$ cat src/rtl/sipo_pkg.sv
// ============================================================================
//  Module : sipo_pkg
//  Brief  : Shared types and constants for the SIPO serial receiver.
//  Rev    : 1.0  initial release
// ============================================================================
`default_nettype none

package sipo_pkg;

  localparam int DEFAULT_WIDTH = 4;

  typedef enum logic [0:0] {
    IDLE  = 1'b0,
    SHIFT = 1'b1
  } state_e;

endpackage : sipo_pkg

`default_nettype wire

$ cat src/rtl/sipo_hold_reg.sv
// ============================================================================
//  Module : sipo_hold_reg
//  Brief  : Output holding register with valid/ready handshake and sticky
//           overrun flag for words that arrive while the slot is blocked.
//  Rev    : 1.0  initial release
// ============================================================================
`default_nettype none

module sipo_hold_reg
  import sipo_pkg::*;
#(
  parameter int WIDTH = DEFAULT_WIDTH
) (
  input  logic             clk,
  input  logic             rst_n,
  input  logic             load_i,
  input  logic [WIDTH-1:0] word_i,
  input  logic             ready_i,
  input  logic             ovr_clr_i,
  output logic [WIDTH-1:0] dout_o,
  output logic             valid_o,
  output logic             overrun_o
);

  logic [WIDTH-1:0] dout_q, dout_d;
  logic             valid_q, valid_d;
  logic             overrun_q, overrun_d;
  logic             w_ovr_set;

  always_comb begin
    dout_d    = dout_q;
    valid_d   = valid_q;
    w_ovr_set = 1'b0;
    if (load_i) begin
      // The slot is free if empty or being drained this very cycle.
      if (!valid_q || ready_i) begin
        dout_d  = word_i;
        valid_d = 1'b1;
      end else begin
        w_ovr_set = 1'b1;
      end
    end else if (valid_q && ready_i) begin
      valid_d = 1'b0;
    end
    overrun_d = w_ovr_set | (overrun_q & ~ovr_clr_i);
  end

  always_ff @(posedge clk or negedge rst_n) begin
    if (!rst_n) begin
      dout_q    <= '0;
      valid_q   <= 1'b0;
      overrun_q <= 1'b0;
    end else begin
      dout_q    <= dout_d;
      valid_q   <= valid_d;
      overrun_q <= overrun_d;
    end
  end

  assign dout_o    = dout_q;
  assign valid_o   = valid_q;
  assign overrun_o = overrun_q;

endmodule : sipo_hold_reg

`default_nettype wire

$ cat src/rtl/sipo_shift_reg_rx.sv
// ============================================================================
//  Module : sipo_shift_reg_rx
//  Brief  : Serial-in parallel-out deserializer: sync-framed bit capture into
//           a WIDTH-bit word, presented through a valid/ready holding register.
//  Rev    : 1.0  initial release
// ============================================================================
`default_nettype none

module sipo_shift_reg_rx
  import sipo_pkg::*;
#(
  parameter int WIDTH     = DEFAULT_WIDTH,
  parameter bit MSB_FIRST = 1'b0
) (
  input  logic             clk,
  input  logic             rst_n,
  input  logic             CE,
  input  logic             sin,
  input  logic             sync,
  output logic [WIDTH-1:0] dout,
  output logic             dout_valid,
  input  logic             dout_ready,
  output logic             busy,
  output logic             overrun,
  input  logic             ovr_clr
);

  localparam int             CNT_W    = $clog2(WIDTH);
  localparam logic [CNT_W-1:0] LAST_BIT = CNT_W'(WIDTH - 1);
  localparam logic [CNT_W-1:0] CNT_ONE  = CNT_W'(1);

  state_e           state_q, state_d;
  logic [WIDTH-1:0] sr_q, sr_d;
  logic [CNT_W-1:0] cnt_q, cnt_d;
  logic [WIDTH-1:0] w_shifted;
  logic             w_complete;

  generate
    if (MSB_FIRST) begin : g_msb_first
      assign w_shifted = {sr_q[WIDTH-2:0], sin};
    end else begin : g_lsb_first
      assign w_shifted = {sin, sr_q[WIDTH-1:1]};
    end
  endgenerate

  always_comb begin
    state_d    = state_q;
    sr_d       = sr_q;
    cnt_d      = cnt_q;
    w_complete = 1'b0;
    if (CE) begin
      unique case (state_q)
        IDLE: begin
          if (sync) begin
            sr_d    = w_shifted;
            cnt_d   = CNT_ONE;
            state_d = SHIFT;
          end
        end
        SHIFT: begin
          sr_d = w_shifted;
          // A sync mid-frame restarts the frame; the partial word is abandoned.
          if (sync) begin
            cnt_d = CNT_ONE;
          end else if (cnt_q == LAST_BIT) begin
            cnt_d      = '0;
            w_complete = 1'b1;
            state_d    = IDLE;
          end else begin
            cnt_d = cnt_q + CNT_ONE;
          end
        end
        default: state_d = IDLE;
      endcase
    end
  end

  always_ff @(posedge clk or negedge rst_n) begin
    if (!rst_n) begin
      state_q <= IDLE;
      sr_q    <= '0;
      cnt_q   <= '0;
    end else begin
      state_q <= state_d;
      sr_q    <= sr_d;
      cnt_q   <= cnt_d;
    end
  end

  assign busy = (state_q == SHIFT);

  sipo_hold_reg #(
    .WIDTH (WIDTH)
  ) u_hold (
    .clk       (clk),
    .rst_n     (rst_n),
    .load_i    (w_complete),
    .word_i    (w_shifted),
    .ready_i   (dout_ready),
    .ovr_clr_i (ovr_clr),
    .dout_o    (dout),
    .valid_o   (dout_valid),
    .overrun_o (overrun)
  );

endmodule : sipo_shift_reg_rx

`default_nettype wire

$ cat config.mk
export PLATFORM = sky130hd
export DESIGN_NAME = sipo_shift_reg_rx
export DESIGN_NICKNAME = d
export VERILOG_FILES = /design/src/rtl/sipo_pkg.sv /design/src/rtl/sipo_hold_reg.sv /design/src/rtl/sipo_shift_reg_rx.sv
export SDC_FILE = /design/constraint.sdc
export NUM_CORES = 1
export LEC_CHECK = 0
export CAP_MARGIN = 5
export CORE_MARGIN = 1
export CORE_UTILIZATION = 35
export DETAILED_ROUTE_END_ITERATION = 6
export PLACE_DENSITY = 0.69
export SYNTH_ARGS = -nofsm -noshare
export SYNTH_HDL_FRONTEND = slang
export SYNTH_SLANG_ARGS = --single-unit
$ cat constraint.sdc
create_clock -name clk -period 1.55 [get_ports clk]
set_input_delay 0.31 -clock clk [delete_from_list [all_inputs] [get_ports clk]]
set_output_delay 0.31 -clock clk [all_outputs]
set_load 0.01 [all_outputs]
## Word level (Yosys, flattened, before mapping)

Index checks and enable logic that the tools add are counted.

- Reductions and logical operators: 7
- Add/subtract/negate cells: 1
- Eq/ne operators: 3
- Bitwise logic cells: 4
- Muxes and demuxes: 19

Operators with widths:

| operator | count |
|---|---|
| two-way mux 1 bit | 12 |
| case mux 4 bit (2 select lines) | 1 |
| two-way mux 2 bit | 3 |
| AND reduction 2 bit | 3 |
| two-way mux 4 bit | 1 |
| inequality test 2 bit, second input constant | 2 |
| case mux 2 bit (2 select lines) | 1 |
| adder 2 x 1 -> 2 bit, second input constant | 1 |
| equality test 2 bit, second input constant | 1 |
| inverter 1 bit | 2 |
| case mux 1 bit (2 select lines) | 1 |
| nonzero test 2 bit | 1 |
| AND 1 bit | 1 |
| logical AND 1 bit | 1 |
| logical NOT 1 bit | 1 |
| logical OR 1 bit | 1 |
| bitwise OR 1 bit | 1 |

- Input bits: 7
- Logic and storage cells: 40
- Output and inout port bits: 7
- Register bits after elaboration: 13

## Depth between registers and ports, before layout

Gate-level depths: netlist of the first run.

- Depth in word-level cells: 7
- Depth in mapped cells: 4
- Depth with buffers taken out: 4

## Cells and area by module

From an unflattened synthesis of the first run, not the netlist that was laid out.

- Cell total of the unflattened synthesis: 38
- Area, all modules: 529.3 um^2

Modules (own cells, without submodules):

| module | cells each | seq. area each (um^2) | area each (um^2) | instances |
|---|---|---|---|---|
| sipo_shift_reg_rx | 22 | 150.1 | 276.5 | 1 |
| sipo_hold_reg | 16 | 150.1 | 252.7 | 1 |

## Least setup slack after synthesis of the first run

Ideal clock, no wire load.

- Kind: reg2reg
- Start point: register cnt_q[0]
- End point: register u_hold.dout_q[3] (netlist: u_hold.dout_o[3])
- Data required time: 1.425 ns
- Arrival time: 1.199 ns
- Setup time: 0.125 ns
- Setup slack: 0.226 ns
- Buffers on the path: 0
- Period minus slack after synthesis: 1.324 ns
- Stages on the path, launching flop included: 5
- Cells stage by stage: dfrtp_1 ha_1 nand4b_4 nor2b_4 mux2_2

- Longest elaborated chain between the ends: 6

RTL lines:

| item | line | text |
|---|---|---|
| from (decl) | sipo_shift_reg_rx.sv:34 | `logic [CNT_W-1:0] cnt_q, cnt_d;` |
| from (signal assigned) | sipo_shift_reg_rx.sv:86 | `cnt_q <= cnt_d;` |
| equality test 2 bit | sipo_shift_reg_rx.sv:65 | `end else if (cnt_q == LAST_BIT) begin` |
| two-way mux 1 bit | sipo_shift_reg_rx.sv:65 |  |
| two-way mux 1 bit | sipo_shift_reg_rx.sv:63 | `if (sync) begin` |
| two-way mux 1 bit | sipo_shift_reg_rx.sv:52 | `unique case (state_q)` |
| two-way mux 1 bit | sipo_shift_reg_rx.sv:51 | `if (CE) begin` |
| AND reduction 2 bit (no line) | -- |  |
| to (signal assigned) | sipo_hold_reg.sv:54 | `dout_q <= dout_d;` |
| to (decl) | sipo_hold_reg.sv:25 | `logic [WIDTH-1:0] dout_q, dout_d;` |

No other way between the ends.
A chain may end at the register's enable or synchronous reset.

## Worst setup path in the final report of the first run

- Start point: register state_q (netlist: busy)
- End point: output busy

RTL lines:

| item | line | text |
|---|---|---|
| from (decl) | sipo_shift_reg_rx.sv:32 | `state_e state_q, state_d;` |
| from (signal assigned) | sipo_shift_reg_rx.sv:84 | `state_q <= state_d;` |
| to (decl) | sipo_shift_reg_rx.sv:23 | `output logic busy,` |

No word-level cell between the ends.

==> results of run 1 <==
flip-flops by register name (all words and copies together), names as in the netlist:
signal	flops
busy	1
cnt_q	2
sr_q	3
u_hold.dout_o	4
u_hold.overrun_o	1
u_hold.valid_o	1
routing by layer:
layer	wire length [um]	GRT usage	part of all wire
met1	440	0.218	0.45
met3	42	0.0667	0.043
met4	0	0.100	0
met5	0	0	0
met2	494	0.274	0.51
through the flow:
| stage | setup WS [ps] | power (W) | instances | TNS (ps) | hold WS (ps) |
|---|---|---|---|---|---|
| final | 73.2 | 0.00123 | 75 | 0 | 335 |
| after global routing | 8.16 | 0.00134 | 75 | 0 | 347 |
| after floorplan | 226 | 0.000752 | 37 | 0 | 14.4 |
| after detailed placement | -144 | 0.000972 | 70 | -823 | 494 |
| after global placement | -88.9 | 0.000952 | 70 | -557 | 491 |
| after CTS | 54.2 | 0.00125 | 75 | 0 | 336 |
cells by family (layout without fill, tap and decap cells):
| logic type | count (synthesis) | count (layout) | share of synthesized area |
|---|---|---|---|
| flops | 12 | 12 | 0.581 |
| mux | 7 | 7 | 0.153 |
| compound gates | 7 | 7 | 0.0993 |
| simple gates | 7 | 7 | 0.119 |
| buf+inv | 3 | 26 | 0.0242 |
| fa+ha+maj | 1 | 1 | 0.0242 |
layout make-up:
cell class / instances / area share
sequential: 12 / 0.400
multi-input combinational: 22 / 0.271
timing repair buffer: 20 / 0.246
clock buffer: 4 / 0.0482
tap: 15 / 0.0249
inverter: 2 / 0.00997
how the worst max path moves through the flow:
stage,cells past startpoint,end,start,slack [ps]
floorplan,4,u_hold.dout_o[3],cnt_q[0],230
global placement,3,sr_q[1],sync,-90
detailed placement,3,sr_q[2],sync,-140
CTS,1,dout_valid,u_hold.valid_o,50
global route,1,overrun,u_hold.overrun_o,8
finish,1,busy,busy,70
power by group:
part	switching [W]	internal, W
Combinational	0.000181	0.000294
Clock	0.000105	0.000143
Sequential	0.0000723	0.000435
Total	0.000358	0.000872
synthesized netlist by cell type:
master                     instances  area [um^2]
sky130_fd_sc_hd__nand4b_4          1         23.8
sky130_fd_sc_hd__nand3_1           2         10.0
sky130_fd_sc_hd__o21a_1            2         15.0
sky130_fd_sc_hd__nand2_1           2         7.51
sky130_fd_sc_hd__o22a_1            1         8.76
sky130_fd_sc_hd__o21ai_0           1         5.00
sky130_fd_sc_hd__clkbuf_2          1         5.00
sky130_fd_sc_hd__nor2b_4           1         13.8
sky130_fd_sc_hd__dfrtp_1          12          300
sky130_fd_sc_hd__a22o_2            1         10.0
sky130_fd_sc_hd__nand2b_1          1         6.26
sky130_fd_sc_hd__mux2_2            7         78.8
sky130_fd_sc_hd__ha_1              1         12.5
sky130_fd_sc_hd__inv_1             2         7.51
sky130_fd_sc_hd__o22ai_1           2         12.5
cells in the final DEF (no fill, tap or decap):
cell                              Yosys  routed
sky130_fd_sc_hd__clkdlybuf4s50_1      0      12
sky130_fd_sc_hd__dfrtp_1             12      11
sky130_fd_sc_hd__mux2_2               7       7
sky130_fd_sc_hd__buf_4                0       7
sky130_fd_sc_hd__clkbuf_4             0       3
sky130_fd_sc_hd__inv_1                2       2
sky130_fd_sc_hd__o22ai_1              2       2
sky130_fd_sc_hd__nand2_1              2       2
sky130_fd_sc_hd__nand3_1              2       2
sky130_fd_sc_hd__o21a_1               2       2
sky130_fd_sc_hd__nand4b_4             1       1
sky130_fd_sc_hd__nand2b_1             1       1
sky130_fd_sc_hd__nor2b_4              1       1
sky130_fd_sc_hd__o21ai_0              1       1
sky130_fd_sc_hd__o22a_1               1       1
sky130_fd_sc_hd__a22o_2               1       1
sky130_fd_sc_hd__ha_1                 1       1
sky130_fd_sc_hd__dfrtp_2              0       1
sky130_fd_sc_hd__clkbuf_8             0       1
sky130_fd_sc_hd__dlymetal6s2s_1       0       1
what timing repair did:
action	CTS	global route
endpoints found under the setup margin	1	1
pin swaps	0	0
resized for setup	1	1
buffers inserted	1	0
==> metrics.md, run 1 <==
| Metric | Value |
|---|---|
| Result of the run | `complete, no violations` |
| Post-route cell area | `approximately 750 um^2` |
| Crit path max-delay cell type | `sky130_fd_sc_hd__clkdlybuf4s50_1` |
| Clock transition time at the flip-flop clock pins of the worst setup and hold paths | `approximately 80 ps` |
| Synthesized netlist net count | `45` |
| Number of buffers added to fix hold violations after cts | `0` |
| Number of max-cap violations | `0` |
| Total routing usage reported by global routing | `0.181` |
| Final period util | `0.953` |
| Critical path data required time | `1240 ps` |
| Filler Cells Inserted | `~110` |
| Number of H-tree branching levels | `1` |
| Share of the core filled with cells in the final layout | `0.565` |
| Clock tree from TritonCTS | `built` |
| Area of the multi-input gates | `204 um^2` |
| Maximum achievable frequency | `slightly below 0.7 GHz` |
| Initial antenna violation count | `0` |
| Horizontal die dimension | `slightly above 40 um` |
| Transition at the pin with the smallest max-transition slack | `around 440 ps` |
| Root Buffer Master | `sky130_fd_sc_hd__clkbuf_4` |
| CP Class | `reg2out` |
| Final WL | `between 900 and 1000 um` |
| Max-slew headroom at the worst pin | `0.701` |
| Clock network latency to the later pin of the worst-skew pair | `270 ps` |
| Net total in the final layout | `69` |
| First-pass GRT wire length | `1860 um` |
| Startpoint of the worst-slack reg-to-reg timing path | `busy` |
| Count of final max-slew check failures | `0` |
| Biggest cell delay along the critical path | `approximately 530 ps` |
| Unrepaired setup endpoints after global routing | `false` |
| Average wire per cell in the routed design | `13.0 um` |
| Global placement routability congestion | `approximately 0.76` |
| ANT nets after route | `0` |
| Syn Inst Count | `37` |
| Overall die area | `about 1600 um^2` |
| CP Max Fanout | `2` |
| Drt first-iter violations | `2` |
| Path category of the worst min-delay check | `in2async` |
| Kind of start point of the critical path | `flop` |
| Worst vdd rail ir drop | `~0.0007 V` |
| CTS buffer count | `3` |
| Number of placement rows | `13` |
| Number of distinct library cells after synthesis | `15` |
| Cell Area, Synth | `a little over 500 um^2` |
| Core region area | `1330 um^2` |
| FF+latch area | `slightly above 300 um^2` |
| Initial Utilization | `0.387` |
| Via count of the first global-routing pass | `a little over 400` |
| Antenna diode count | `0` |
| Family of cells with the greatest summed delay on the critical path | `buffers and inverters` |
| Ratio of cells with drive above 1 in the final layout | `0.367` |
| WP data arrival | `roughly 1200 ps` |
| Synthesis Warnings | `0` |
| Number of hold violations in the final report | `0` |
| # setup viols final | `0` |
| Maximum number of pins on one net before global-route repair | `13` |
| Placed wire-length estimate | `723 um` |
| Final critical path time including I/O delays and setup | `1480 ps` |
| DR pass1 iterations | `2` |
| Count of clock tree sinks | `12` |
| Count of unresolved DRC violations after routing | `0` |
| Leakage power total | `~0.35 nW` |
| Placed standard-cell area | `slightly above 700 um^2` |
| Synthesized flop and latch total | `12` |
| Type of destination of the critical path | `primary output` |
| Number of vias per cell after detailed routing | `roughly 4.9` |
| Sequence of cells on the critical path | `clkdlybuf4s50_1` |
| Pwr/cell area | `1630 nW/um^2` |
| Vias after detailed routing | `between 300 and 400` |
| Total global routing overflow | `0` |
| I/O pin count | `14` |
| PortBufs | `13` |
| Average footprint of a synthesized cell | `around 14 um^2` |
| Worst R2R End | `sr_q[2]` |
| Clock tree skew after final layout | `about 2.4 ps` |
| Vertical extent of the die | `between 40 and 50 um` |
| Proportion of synthesized chip area in sequential cells | `0.581` |
| Internal reg-to-reg setup slack | `100 ps` |
| Max clock buf depth | `2` |
| Layout Area Growth over Synthesis | `45.8%` |
| Critical path buffer and inverter count | `1` |
| Depth of the most critical reg-to-reg path | `3` |
Note: power is estimated with default switching activity, not from simulation.
==> run 2, diff against run 1 <==
--- a/config.mk
+++ b/config.mk
@@ -10,6 +10,7 @@
 export CORE_UTILIZATION = 35
 export DETAILED_ROUTE_END_ITERATION = 6
 export PLACE_DENSITY = 0.69
+export SLEW_MARGIN = 5
 export SYNTH_ARGS = -nofsm -noshare
 export SYNTH_HDL_FRONTEND = slang
 export SYNTH_SLANG_ARGS = --single-unit
==> results of run 2 <==
Final layout, timing and power as in run 1 (identical DEF).
==> run 3, diff against run 2 <==
--- a/config.mk
+++ b/config.mk
@@ -9,7 +9,8 @@
 export CORE_MARGIN = 1
 export CORE_UTILIZATION = 35
 export DETAILED_ROUTE_END_ITERATION = 6
-export PLACE_DENSITY = 0.69
+export DONT_BUFFER_PORTS = 1
+export PLACE_DENSITY = 0.57
 export SLEW_MARGIN = 5
 export SYNTH_ARGS = -nofsm -noshare
 export SYNTH_HDL_FRONTEND = slang
==> run 3 against run 2 <==
Non-clock buffer count decreased by 17. Global-route usage decreased by 4.5 points. Final cell count decreased by 24%. First-iteration DRC count decreased by 50%. Clock power decreased by 28%.
==> metrics.md, run 3 (synthesis gave the netlist of run 1 again) <==
| Metric | Value |
|---|---|
| PortBufs | `0 (-13)` |
| CP Class | `reg2reg` |
| Kind of start point of the critical path | `flop` |
| Layout Area Growth over Synthesis | `11.9%` |
| Top Usage Layer GRT | `met2` |
| Global placement routability congestion | `0.710 (-6.3%)` |
| Sequence of cells on the critical path | `ha_1 -> nand4b_4 -> nor2b_4 -> mux2_2` |
| Placed wire-length estimate | `685 um (-5.4%)` |
| Core region area | `1330 um^2 (unchanged)` |
| Number of hold violations in the final report | `0 (unchanged)` |
| Path category of the worst min-delay check | `in2reg` |
| Maximum number of pins on one net before global-route repair | `13 (unchanged)` |
| WP data arrival | `1570 ps (+400 ps)` |
| Ratio of cells with drive above 1 in the final layout | `0.357 (-0.00952)` |
| GRT met3 Usage | `0.0944 (+0.0278)` |
| Biggest cell delay along the critical path | `400 ps (-130 ps)` |
| Clock network latency to the later pin of the worst-skew pair | `260 ps (about the same)` |
| Total routing usage reported by global routing | `0.136 (-0.0449)` |
| Type of destination of the critical path | `flop` |
| Number of placed instances with taps included | `53 (-24%)` |
| Vertical extent of the die | `40.4 um (unchanged)` |
| Number of flip-flops under the largest register name | `4 (unchanged)` |
| Number of max-cap violations | `0 (unchanged)` |
| Pwr/cell area | `1760 nW/um^2 (+7.9%)` |
| Number of H-tree branching levels | `1 (unchanged)` |
| DR pass1 iterations | `2 (unchanged)` |
| Maximum achievable frequency | `0.704 GHz (+4.0%)` |
| Met2 global-route usage | `0.222 (-0.0516)` |
| ANT nets after route | `0 (unchanged)` |
| Count of buffers added by post-CTS timing repair for setup | `0 (-1)` |
| Critical path data required time | `1700 ps (+460 ps)` |
| Number of placement rows | `13 (unchanged)` |
| Total negative setup slack | `0 ps (unchanged)` |
| Horizontal die dimension | `40.4 um (unchanged)` |
| Met1 Use GR | `0.113 (-0.106)` |
| Average wire per cell in the routed design | `15.4 um (+18%)` |
| Overall die area | `1630 um^2 (unchanged)` |
| Crit path max-delay cell type | `sky130_fd_sc_hd__dfrtp_1` |
| CP Max Fanout | `4 (+2)` |
| Root Buffer Master | `sky130_fd_sc_hd__clkbuf_4` |
| Vias after detailed routing | `299 (-19%)` |
| Most frequent standard cell in the layout excluding fill and tap cells | `sky130_fd_sc_hd__dfrtp_1` |
| Clock tree from TritonCTS | `built` |
| Total global routing overflow | `0 (unchanged)` |
| Commonest cells after routing, fill and taps aside | `sky130_fd_sc_hd__dfrtp_1, sky130_fd_sc_hd__mux2_2, sky130_fd_sc_hd__clkbuf_4` |
| Result of the run | `complete, no violations` |
| Unrepaired setup endpoints after global routing | `false` |
| Clock transition time at the flip-flop clock pins of the worst setup and hold paths | `60 ps (-20 ps)` |
| Via count of the first global-routing pass | `300 (-28%)` |
| Antenna diode count | `0 (unchanged)` |
| Number of vias per cell after detailed routing | `5.25 (+7.2%)` |
| Initial Utilization | `0.387 (unchanged)` |
| CTS buffer count | `3 (unchanged)` |
| Max-slew headroom at the worst pin | `0.652 (-0.0491)` |
| Net total in the final layout | `52 (-25%)` |
| Count of final max-slew check failures | `0 (unchanged)` |
| I/O pin count | `14 (unchanged)` |
| Final critical path time including I/O delays and setup | `1420 ps (-57.4 ps)` |
| Final WL | `879 um (-10%)` |
| Initial antenna violation count | `0 (unchanged)` |
| Transition at the pin with the smallest max-transition slack | `520 ps (+76.6 ps)` |
| Count of clock tree sinks | `12 (unchanged)` |
| Clock tree skew after final layout | `4.39 ps (+2.01 ps)` |
| Leakage power total | `0.262 nW (-26%)` |
| Tightest hold margin | `134 ps (-201 ps)` |
| Drt first-iter violations | `1 (-1)` |
| Worst vdd rail ir drop | `0.000650 V (-6.7%)` |
| Sum of internal, switching and leakage power | `0.00102 W (-17%)` |
| Max clock buf depth | `2 (unchanged)` |
| Count of placed standard cells in the final layout, fillers left out | `57 (-24%)` |
| Final period util | `0.916 (-0.0370)` |
| First-pass GRT wire length | `1270 um (-32%)` |
| Count of unresolved DRC violations after routing | `0 (unchanged)` |
| # setup viols final | `0 (unchanged)` |
## run 3: worst paths after layout
path	start	slack, ps	end	cells after the start
worst min-delay path	sync	130	cnt_q[1]	1
worst max-delay path	cnt_q[0]	130	u_hold.dout_o[2]	4
min in group asynchronous	rst_n	450	busy	1
max in group asynchronous	rst_n	740	cnt_q[1]	1
worst max register to register	cnt_q[0]	130	u_hold.dout_o[2]	4
worst min register to register	sr_q[1]	510	sr_q[1]	1
## run 3: worst max-delay path, delay by kind of cell, from the launching register on
| family | cells | cell delay [ps] |
|---|---|---|
| simple gates | 2 | 310 |
| flops | 1 | 400 |
| fa+ha+maj | 1 | 240 |
| mux | 1 | 350 |
## run 3: what timing repair did
| action | 4_1_cts | 5_1_grt |
|---|---|---|
| resized for setup | 0 | 0 |
| endpoints found under the setup margin | 0 | 0 |
| hold buffers | 1 | 0 |
| endpoints found under the hold margin | 12 | 0 |
## run 3: cell type report
| cell class | instances | area, um^2 |
|---|---|---|
| well taps | 15 | 18.8 |
| fillers | 134 | 756 |
| inverters | 2 | 7.51 |
| repair buffers | 3 | 25.0 |
| flip-flops and latches | 12 | 300 |
| multi-input cells | 22 | 204 |
| clock buffers | 3 | 22.5 |
## run 3: where the power goes
part	internal, W	switching, W
logic	0.000168	0.000124
clock network	0.0000897	0.0000877
registers	0.000434	0.000115
## run 3: per-stage QoR
| step | area, um^2 | setup WS, ps | util |
|---|---|---|---|
| 4_1_cts | 578 | 125 | 0.433 |
| 3_5_place_dp | 546 | 134 | 0.409 |
| 2_1_floorplan | 517 | 226 | - |
| 6_report | 578 | 131 | 0.433 |
| 5_1_grt | 578 | 67.1 | 0.433 |
| 3_3_place_gp | 546 | 181 | 0.409 |
## run 3: per-layer routing
| metal | vias up | share of wire |
|---|---|---|
| li1 | 142 | - |
| met1 | 146 | 0.38 |
| met2 | 11 | 0.56 |
| met3 | 0 | 0.061 |
| met4 | 0 | 0 |
| met5 | - | 0 |
